**config.mk**
```make
export PLATFORM = sky130hd
export DESIGN_NAME = ledpanel_axil_regfile
export DESIGN_NICKNAME = d
export VERILOG_FILES = /design/src/rtl/ledpanel_regs_pkg.sv /design/src/rtl/ledpanel_reg_cell.sv /design/src/rtl/ledpanel_axil_regfile.sv
export SDC_FILE = /design/constraint.sdc
export NUM_CORES = 1
export LEC_CHECK = 0
export CORE_AREA = 5 5 237 239
export DETAILED_ROUTE_END_ITERATION = 7
export DIE_AREA = 0 0 242 244
export DONT_BUFFER_PORTS = 1
export SETUP_SLACK_MARGIN = 0.4
export SYNTH_ARGS = -nofsm -noshare
export SYNTH_HDL_FRONTEND = slang
export SYNTH_HIERARCHICAL = 1
export SYNTH_SLANG_ARGS = --single-unit
```
**constraint.sdc**
```tcl
create_clock -name ACLK -period 3.99 [get_ports ACLK]
set_clock_uncertainty 0.05 [all_clocks]
set_input_delay 0.798 -clock ACLK [delete_from_list [all_inputs] [get_ports ACLK]]
set_output_delay 0.798 -clock ACLK [all_outputs]
set_load 0.02 [all_outputs]
```
**src/rtl/ledpanel_regs_pkg.sv**
```systemverilog
// ledpanel_regs_pkg: response codes, FSM state types and lane count shared by the ledpanel register file.
package ledpanel_regs_pkg;
    localparam logic [1:0] RESP_OKAY   = 2'b00;
    localparam logic [1:0] RESP_SLVERR = 2'b10;
    localparam int BYTE_LANES = 4;
    typedef enum logic [1:0] {W_IDLE, W_COLLECT, W_RESP} w_state_t;
    typedef enum logic {R_IDLE, R_RESP} r_state_t;
endpackage

```
**src/rtl/ledpanel_reg_cell.sv**
```systemverilog
// ledpanel_reg_cell: one writable register with byte-strobe merge, wr_pulse and optional shadow stage (LEDPANEL_REGS_SHADOW_EN).
module ledpanel_reg_cell
    import ledpanel_regs_pkg::*;
(
    input  logic                      clk,
    input  logic                      rst_n,
    input  logic                      we,
    input  logic [BYTE_LANES-1:0]     strb,
    input  logic [BYTE_LANES*8-1:0]   wdata,
    input  logic                      frame_sync,
    output logic [BYTE_LANES*8-1:0]   q,
    output logic [BYTE_LANES*8-1:0]   out,
    output logic                      pulse
);
    logic [BYTE_LANES*8-1:0] merged;
    // overlay the strobed bytes of the write data onto the current value
    always_comb begin
        merged = q;
        for (int b = 0; b < BYTE_LANES; b++)
            if (strb[b]) merged[8*b +: 8] = wdata[8*b +: 8];
    end
    // live value plus a one-cycle pulse for writes that touch at least one byte
    always_ff @(posedge clk or negedge rst_n) begin
        if (!rst_n) begin
            q     <= '0;
            pulse <= 1'b0;
        end else begin
            if (we) q <= merged;
            pulse <= we && |strb;
        end
    end
`ifdef LEDPANEL_REGS_SHADOW_EN
    // panel-facing copy follows the live value only on frame_sync, including a same-edge write
    always_ff @(posedge clk or negedge rst_n) begin
        if (!rst_n) out <= '0;
        else if (frame_sync) out <= we ? merged : q;
    end
`else
    logic unused_fs;
    assign unused_fs = frame_sync;
    assign out = q;
`endif
endmodule

```
**src/rtl/ledpanel_axil_regfile.sv**
```systemverilog
// ledpanel_axil_regfile: AXI4-Lite register file for the LED panel; LEDPANEL_REGS_SHADOW_EN stages regs_out behind frame_sync.
module ledpanel_axil_regfile
    import ledpanel_regs_pkg::*;
#(
    parameter int C_S_AXI_DATA_WIDTH = 32,
    parameter int C_S_AXI_ADDR_WIDTH = 6,
    parameter int NUM_REGS = 8,
    parameter logic [NUM_REGS-1:0] RO_MASK = 8'h80
) (
    input  logic                                   ACLK,
    input  logic                                   ARESETN,
    input  logic [C_S_AXI_ADDR_WIDTH-1:0]          S_AXI_AWADDR,
    input  logic [2:0]                             S_AXI_AWPROT,
    input  logic                                   S_AXI_AWVALID,
    output logic                                   S_AXI_AWREADY,
    input  logic [C_S_AXI_DATA_WIDTH-1:0]          S_AXI_WDATA,
    input  logic [C_S_AXI_DATA_WIDTH/8-1:0]        S_AXI_WSTRB,
    input  logic                                   S_AXI_WVALID,
    output logic                                   S_AXI_WREADY,
    output logic [1:0]                             S_AXI_BRESP,
    output logic                                   S_AXI_BVALID,
    input  logic                                   S_AXI_BREADY,
    input  logic [C_S_AXI_ADDR_WIDTH-1:0]          S_AXI_ARADDR,
    input  logic [2:0]                             S_AXI_ARPROT,
    input  logic                                   S_AXI_ARVALID,
    output logic                                   S_AXI_ARREADY,
    output logic [C_S_AXI_DATA_WIDTH-1:0]          S_AXI_RDATA,
    output logic [1:0]                             S_AXI_RRESP,
    output logic                                   S_AXI_RVALID,
    input  logic                                   S_AXI_RREADY,
    output logic [NUM_REGS*C_S_AXI_DATA_WIDTH-1:0] regs_out,
    input  logic [NUM_REGS*C_S_AXI_DATA_WIDTH-1:0] status_in,
    output logic [NUM_REGS-1:0]                    wr_pulse,
    input  logic                                   frame_sync
);
    localparam int DW = C_S_AXI_DATA_WIDTH;
    localparam int IW = C_S_AXI_ADDR_WIDTH - 2;
    localparam int LW = $clog2(NUM_REGS);
    w_state_t w_state;
    r_state_t r_state;
    logic aw_held, w_held, commit, aw_ok, wr_ok, ar_ok;
    logic [IW-1:0] aw_idx, ar_idx;
    logic [DW-1:0] wdata_q;
    logic [DW/8-1:0] wstrb_q;
    logic [DW-1:0] rd_val [NUM_REGS];
    logic unused_bits;
    assign unused_bits = ^{S_AXI_AWPROT, S_AXI_ARPROT, S_AXI_AWADDR[1:0], S_AXI_ARADDR[1:0]};
    assign ar_idx = S_AXI_ARADDR[C_S_AXI_ADDR_WIDTH-1:2];
    assign commit = aw_held && w_held;
    assign aw_ok  = int'(aw_idx) < NUM_REGS;
    assign wr_ok  = aw_ok && !RO_MASK[aw_idx[LW-1:0]];
    assign ar_ok  = int'(ar_idx) < NUM_REGS;
    assign S_AXI_AWREADY = ARESETN && !aw_held && w_state != W_RESP;
    assign S_AXI_WREADY  = ARESETN && !w_held && w_state != W_RESP;
    assign S_AXI_BVALID  = w_state == W_RESP;
    assign S_AXI_ARREADY = ARESETN && r_state == R_IDLE;
    assign S_AXI_RVALID  = r_state == R_RESP;

    // write channel: capture AW and W independently, commit once both are held, then hold B until taken
    always_ff @(posedge ACLK or negedge ARESETN) begin
        if (!ARESETN) begin
            w_state     <= W_IDLE;
            aw_held     <= 1'b0;
            w_held      <= 1'b0;
            aw_idx      <= '0;
            wdata_q     <= '0;
            wstrb_q     <= '0;
            S_AXI_BRESP <= RESP_OKAY;
        end else begin
            unique case (w_state)
                W_IDLE, W_COLLECT: begin
                    if (commit) begin
                        w_state     <= W_RESP;
                        aw_held     <= 1'b0;
                        w_held      <= 1'b0;
                        S_AXI_BRESP <= wr_ok ? RESP_OKAY : RESP_SLVERR;
                    end else begin
                        if (S_AXI_AWVALID && !aw_held) begin
                            aw_held <= 1'b1;
                            aw_idx  <= S_AXI_AWADDR[C_S_AXI_ADDR_WIDTH-1:2];
                        end
                        if (S_AXI_WVALID && !w_held) begin
                            w_held  <= 1'b1;
                            wdata_q <= S_AXI_WDATA;
                            wstrb_q <= S_AXI_WSTRB;
                        end
                        w_state <= (aw_held || w_held || S_AXI_AWVALID || S_AXI_WVALID) ? W_COLLECT : W_IDLE;
                    end
                end
                W_RESP: if (S_AXI_BREADY) w_state <= W_IDLE;
                default: w_state <= W_IDLE;
            endcase
        end
    end

    // read channel: register data and response at the AR handshake, hold until RREADY
    always_ff @(posedge ACLK or negedge ARESETN) begin
        if (!ARESETN) begin
            r_state     <= R_IDLE;
            S_AXI_RDATA <= '0;
            S_AXI_RRESP <= RESP_OKAY;
        end else begin
            unique case (r_state)
                R_IDLE: if (S_AXI_ARVALID) begin
                    r_state     <= R_RESP;
                    S_AXI_RDATA <= ar_ok ? rd_val[ar_idx[LW-1:0]] : '0;
                    S_AXI_RRESP <= ar_ok ? RESP_OKAY : RESP_SLVERR;
                end
                R_RESP: if (S_AXI_RREADY) r_state <= R_IDLE;
                default: r_state <= R_IDLE;
            endcase
        end
    end

    for (genvar i = 0; i < NUM_REGS; i++) begin : g_reg
        if (RO_MASK[i]) begin : g_ro
            assign rd_val[i] = status_in[DW*i +: DW];
            assign regs_out[DW*i +: DW] = '0;
            assign wr_pulse[i] = 1'b0;
        end else begin : g_rw
            logic unused_status;
            assign unused_status = ^status_in[DW*i +: DW];
            ledpanel_reg_cell u_cell (
                .clk       (ACLK),
                .rst_n     (ARESETN),
                .we        (commit && wr_ok && aw_idx == IW'(i)),
                .strb      (wstrb_q),
                .wdata     (wdata_q),
                .frame_sync(frame_sync),
                .q         (rd_val[i]),
                .out       (regs_out[DW*i +: DW]),
                .pulse     (wr_pulse[i])
            );
        end
    end
endmodule
```
## After elaboration in Yosys (flattened, before gate mapping)

Memories as Yosys holds them, arrays and structs flattened.
Index checks and enable logic that the tools add are counted.

| storage, ports and cells | value |
|---|---|
| register bits | 312 |
| latch bits | 0 |
| RAM bits | 0 |
| bits in read-only memories | 8 |
| input port bits | 318 |
| output and inout bits | 305 |
| word-level logic and storage cells | 151 |
| memories kept | 1 |

| cells by class | value |
|---|---|
| add/subtract/negate cells | 0 |
| multiply operators | 0 |
| divide/modulo/power cells | 0 |
| $lt $le $gt $ge | 4 |
| equality and inequality tests | 10 |
| shift-type cells | 0 |
| mux-type cells | 18 |
| bitwise gates (word level) | 3 |
| reduce and logical (&&, ||, !) cells | 70 |

Memory list:

| name | depth | width | read ports | clocked after Yosys merged registers in | write ports | line | source |
|---|---|---|---|---|---|---|---|
| (no name shown) | 8 | 1 | 1 | 0 | 0 | ledpanel_axil_regfile.sv:51 | `assign wr_ok = aw_ok && !RO_MASK[aw_idx[LW-1:0]];` |

Operator list:

| operator | count |
|---|---|
| 32-bit binary-select mux with 3-bit select | 1 |
| 32-bit two-way mux | 3 |
| 2-bit AND reduction | 32 |
| 1-bit logical AND | 24 |
| 4-bit by 3-bit equality test with 1-bit output, second input constant | 3 |
| 4-bit by 2-bit equality test with 1-bit output, second input constant | 2 |
| 4-bit less-than comparator, second input constant | 2 |
| 1-bit two-way mux | 8 |
| 2-bit two-way mux | 4 |
| 3-bit AND reduction | 2 |
| 4-bit by 1-bit equality test with 1-bit output, second input constant | 1 |
| 4-bit greater-or-equal comparator, second input constant | 1 |
| 4-bit logical NOT | 1 |
| 3-bit by 4-bit less-than comparator with 1-bit output, second input constant | 1 |
| 3-bit inverter with 4-bit output | 1 |
| 2-bit case mux with 2 select lines | 1 |
| 2-bit nonzero test | 2 |
| 4-bit OR reduction | 1 |
| 1-bit logical NOT | 3 |
| 1-bit logical OR | 3 |
| 2-bit by 1-bit equality test with 1-bit output, second input constant | 1 |
| 2-bit equality test, second input constant | 1 |
| 2-bit logical NOT | 1 |
| 2-bit by 1-bit inequality test with 1-bit output, second input constant | 1 |
| other kinds (4) | 5 |

## Longest topological paths before layout

| depth | value |
|---|---|
| word-level depth | 7 |
| mapped depth | 6 |
| depth with buffers taken out | 4 |

## By module

The synthesis kept the hierarchy.

By module, submodules not included:

| module | instances | cells each | area each (um2) | seq. area each (um2) |
|---|---|---|---|---|
| ledpanel_reg_cell | 7 | 103 | 1,471.4 | 825.8 |
| ledpanel_axil_regfile | 1 | 455 | 5,491.5 | 1,976.9 |

## Least setup slack after synthesis

Ideal clock, no wire load.

| timing path | value |
|---|---|
| path kind | in2out |
| start | in ARESETN |
| end | out S_AXI_AWREADY |
| data arrival time | 1.129 ns |
| required time | 3.142 ns |
| path slack | 2.013 ns |
| cell stages on the path | 2 |
| path buffers | 0 |
| cell sequence | nand2_1 > nor2_1 |

| between the ends | value |
|---|---|
| word-level cells in the longest chain between the ends | 2 |

RTL lines:

| what | line | source |
|---|---|---|
| start: declaration | ledpanel_axil_regfile.sv:11 | `input logic ARESETN,` |
| 1-bit logical AND (2 in a row) | ledpanel_axil_regfile.sv:53 | `assign S_AXI_AWREADY = ARESETN && !aw_held && w_state != W_RESP;` |
| end: declaration | ledpanel_axil_regfile.sv:15 | `output logic S_AXI_AWREADY,` |

No other way between the ends.

## Worst setup path after layout

| timing path | value |
|---|---|
| start | reg w_held |
| end | reg g_reg[2].g_rw.u_cell.q[31] |

| between the ends | value |
|---|---|
| word-level cells in the longest chain between the ends | 4 |

RTL lines:

| what | line | source |
|---|---|---|
| start: declaration | ledpanel_axil_regfile.sv:41 | `logic aw_held, w_held, commit, aw_ok, wr_ok, ar_ok;` |
| start signal: assignment | ledpanel_axil_regfile.sv:64 | `w_held <= 1'b0;` |
| start signal: assignment | ledpanel_axil_regfile.sv:75 | `w_held <= 1'b0;` |
| start signal: assignment | ledpanel_axil_regfile.sv:83 | `w_held <= 1'b1;` |
| 1-bit logical AND | ledpanel_axil_regfile.sv:49 | `assign commit = aw_held && w_held;` |
| 1-bit logical AND (2 in a row) | ledpanel_axil_regfile.sv:126 | `.we (commit && wr_ok && aw_idx == IW'(i)),` |
| 2-bit AND reduction (no line) | n/a |  |
| end signal: assignment | ledpanel_reg_cell.sv:28 | `if (we) q <= merged;` |
| end: declaration | ledpanel_reg_cell.sv:11 | `output logic [BYTE_LANES*8-1:0] q,` |

No other way between the ends.
A chain may end at the register's enable or synchronous reset.

==> metrics.txt <==
CP max FO=9; DR pass1 iterations=4; fin area=0.01583 mm²; Total GRT Usage=14.87%; Fill cells=5,413; CP max-delay cell=nor4_2; share of the yosys chip area belonging to registers=49.12%; Synth Flop Type=dfrtp_1; initial cell density of the core=29.46%; post-synthesis register bit count=310; htree depth=2; Synth area leaders=dfrtp_1, mux2_2, buf_4; Post-synth ARST share=100.0%; CORE AREA=0.05360 mm²; Reg clk slew, reported paths=60 ps; Routed WL=45,140 µm; Cells after Synth=1,176; Setup CP Type=register to register; M1 GR Usage=18.12%; NetSw=5.049 mW; worst-skew pair later-pin latency=540 ps; CTS resizes=0; DRC viols=0; Die Y=244 µm; clk sinks=310; worst hold path class=primary input to async pin; r2r worst-path depth=4; Final Max Slew Viols=0; commonest non-fill, non-tap cells in the layout=dfrtp_1, mux2_2, mux2_1; Port Buf Inserts=0; final period utilization=70.81%; Clock power frac=26.3%; met2 global-route usage=24.99%; number of synthesized flops with an enable pin=0; status=finished with violations; Root Buffer=clkbuf_16; Worst EP required=4350 ps; DRT iter0 DRCs=393; unrepaired setup endpoints after global routing=false; worst slew pin tran=1167 ps; Sequential Power Share=56.4%; crit path DAT=3190 ps; worst reg2reg path endpoint=g_reg[2].g_rw.u_cell/out[31]; worst-case clock buffer depth=3; syn avg cell area=13.43 µm²; crit end category=register; crit path to=g_reg[2].g_rw.u_cell/out[31]; Yosys warning total=6; Fin. Hold Viols=148; Final #Nets=1,266; final setup fails=0; busiest layer in global routing=met2; Netlist cell types=33; Setup crit start kind=register; routed vias=8,313; CP cell instances=nand3_1 -> nor4_2 -> nand2_2 -> mux2_2; Rows=85; vias in the first global route=8,940; Leak Pwr=7.147 nW; detailed placement HPWL=29,940 µm; RePlAce Congestion=0.7691; share of layout cells above drive strength 1=44.05%; power share of the combinational group=17.3%; Worst Setup SP=w_held; RR Startpoint=w_held; Synth Cell Area=0.01579 mm²; Max Cap Viol=0; biggest area consumer among synthesized cells=dfrtp_1; Pint=7.792 mW; drt wl/cell=27.00 µm; Fin Setup TNS=0 ps; switch share=39.32%; Die X=242 µm; area grow syn2layout=0.2217%; global-route wire length before repair=65,680 µm; clock buffer count from CTS=37; Routed Antenna Nets=0; pwr dens=811.3 mW/mm²; GR Util met3=5.187%; Synth top area share=49.12%; Overflow after GRT=0; failing checks=negative hold slack; CP peak stage delay=920 ps; initial antenna violation count=4; Max Clk Rate=353.9 MHz; flop-to-flop setup slack=1160 ps; Max rail drop VDD=476.3 µV; Ports=623; FF+latch area=0.007757 mm²; vias per cell=4.972; placed cell area=0.01461 mm²; CTS tree=done; Die ar.=0.05905 mm²; min cycle time layout=2825 ps; final hold slack=-98.55 ps; postcts setup bufs=0; Slew HR=21.54%; most common cell after layout, fill and taps aside=dfrtp_1; Multi-input gate area=0.005916 mm²; largest net degree at the start of global routing=313
## registers in the layout (all words and copies together), names as in the netlist
name	flops
g.g_rw.u_cell/out	224
S_AXI_RDATA	32
wdata_q	32
g.g_rw.u_cell/pulse	7
aw_idx	4
wstrb_q	4
w_state	2
S_AXI_BRESP	1
S_AXI_RRESP	1
S_AXI_RVALID	1
aw_held	1
w_held	1
## layout make-up
type                       instances  area share [%]
timing repair buffer               6          0.3637
sequential                       310           49.02
clock inverter                    11          0.8854
multi-input combinational        591           37.38
clock buffer                      54           6.775
tap                              696           5.502
inverter                           2         0.04743
antenna                            2         0.03162
## cells in the mapped netlist, types with 3 or more instances
master,n
buf_2,8
nand2_2,28
mux2_1,70
buf_6,14
nor4b_1,4
o41a_2,7
o31ai_2,31
buf_4,267
nand2_1,35
clkbuf_1,16
mux2_2,259
dfrtp_1,310
o22ai_1,32
nor2b_1,3
nor2_1,34
mux4_2,32
nor4_1,4
## power by group through the flow
stage	logic, mW	clock network [mW]	registers [mW]
floorplan	3.16	0	6.57
global placement	2.15	0	7.28
detailed placement	2.23	0	7.33
CTS	2.25	3.50	7.28
global route	2.43	3.62	7.44
finish	2.22	3.38	7.24
## routing by layer
layer	vias up	wire, µm
met4	0	1046
met1	4436	18040
li1	3433	-
met5	-	0
met2	362	22170
met3	82	3885
## through the flow
stage,util (%),std cells,power [mW],worst slack (ps)
3_5_place_dp,27.25,1605,9.562,1096
2_1_floorplan,-,1210,9.724,2013
5_1_grt,29.52,1671,13.49,1007
3_3_place_gp,27.25,1605,9.430,1199
6_report,29.53,1672,12.84,1165
4_1_cts,29.52,1670,13.03,1099
## worst min-delay path by stage
stage	endpoint	slack, ps
floorplan	w_state[0]	420
global placement	wdata_q[12]	460
detailed placement	g_reg[6].g_rw.u_cell/out[12]	460
CTS	g_reg[6].g_rw.u_cell/out[12]	-140
global route	g_reg[6].g_rw.u_cell/out[12]	-140
finish	g_reg[6].g_rw.u_cell/out[12]	-100
## worst max-delay path, delay by kind of cell, from the launching register on
family / cells / cell delay, ps
flops: 1 / 550
simple gates: 3 / 1670
mux: 1 / 430
## cell families (layout without fill, tap and decap cells)
logic type / Yosys count / in the layout / synth area share, %
AOI/OAI and AO/OA: 78 / 78 / 4.603
buffers and inverters: 309 / 73 / 14.56
DFF: 310 / 310 / 49.12
muxes: 361 / 361 / 28.02
other: 1 / 37 / 0.02375
and+or+nand+nor: 117 / 117 / 3.661
No activity file was read; power rests on OpenSTA's default activity.
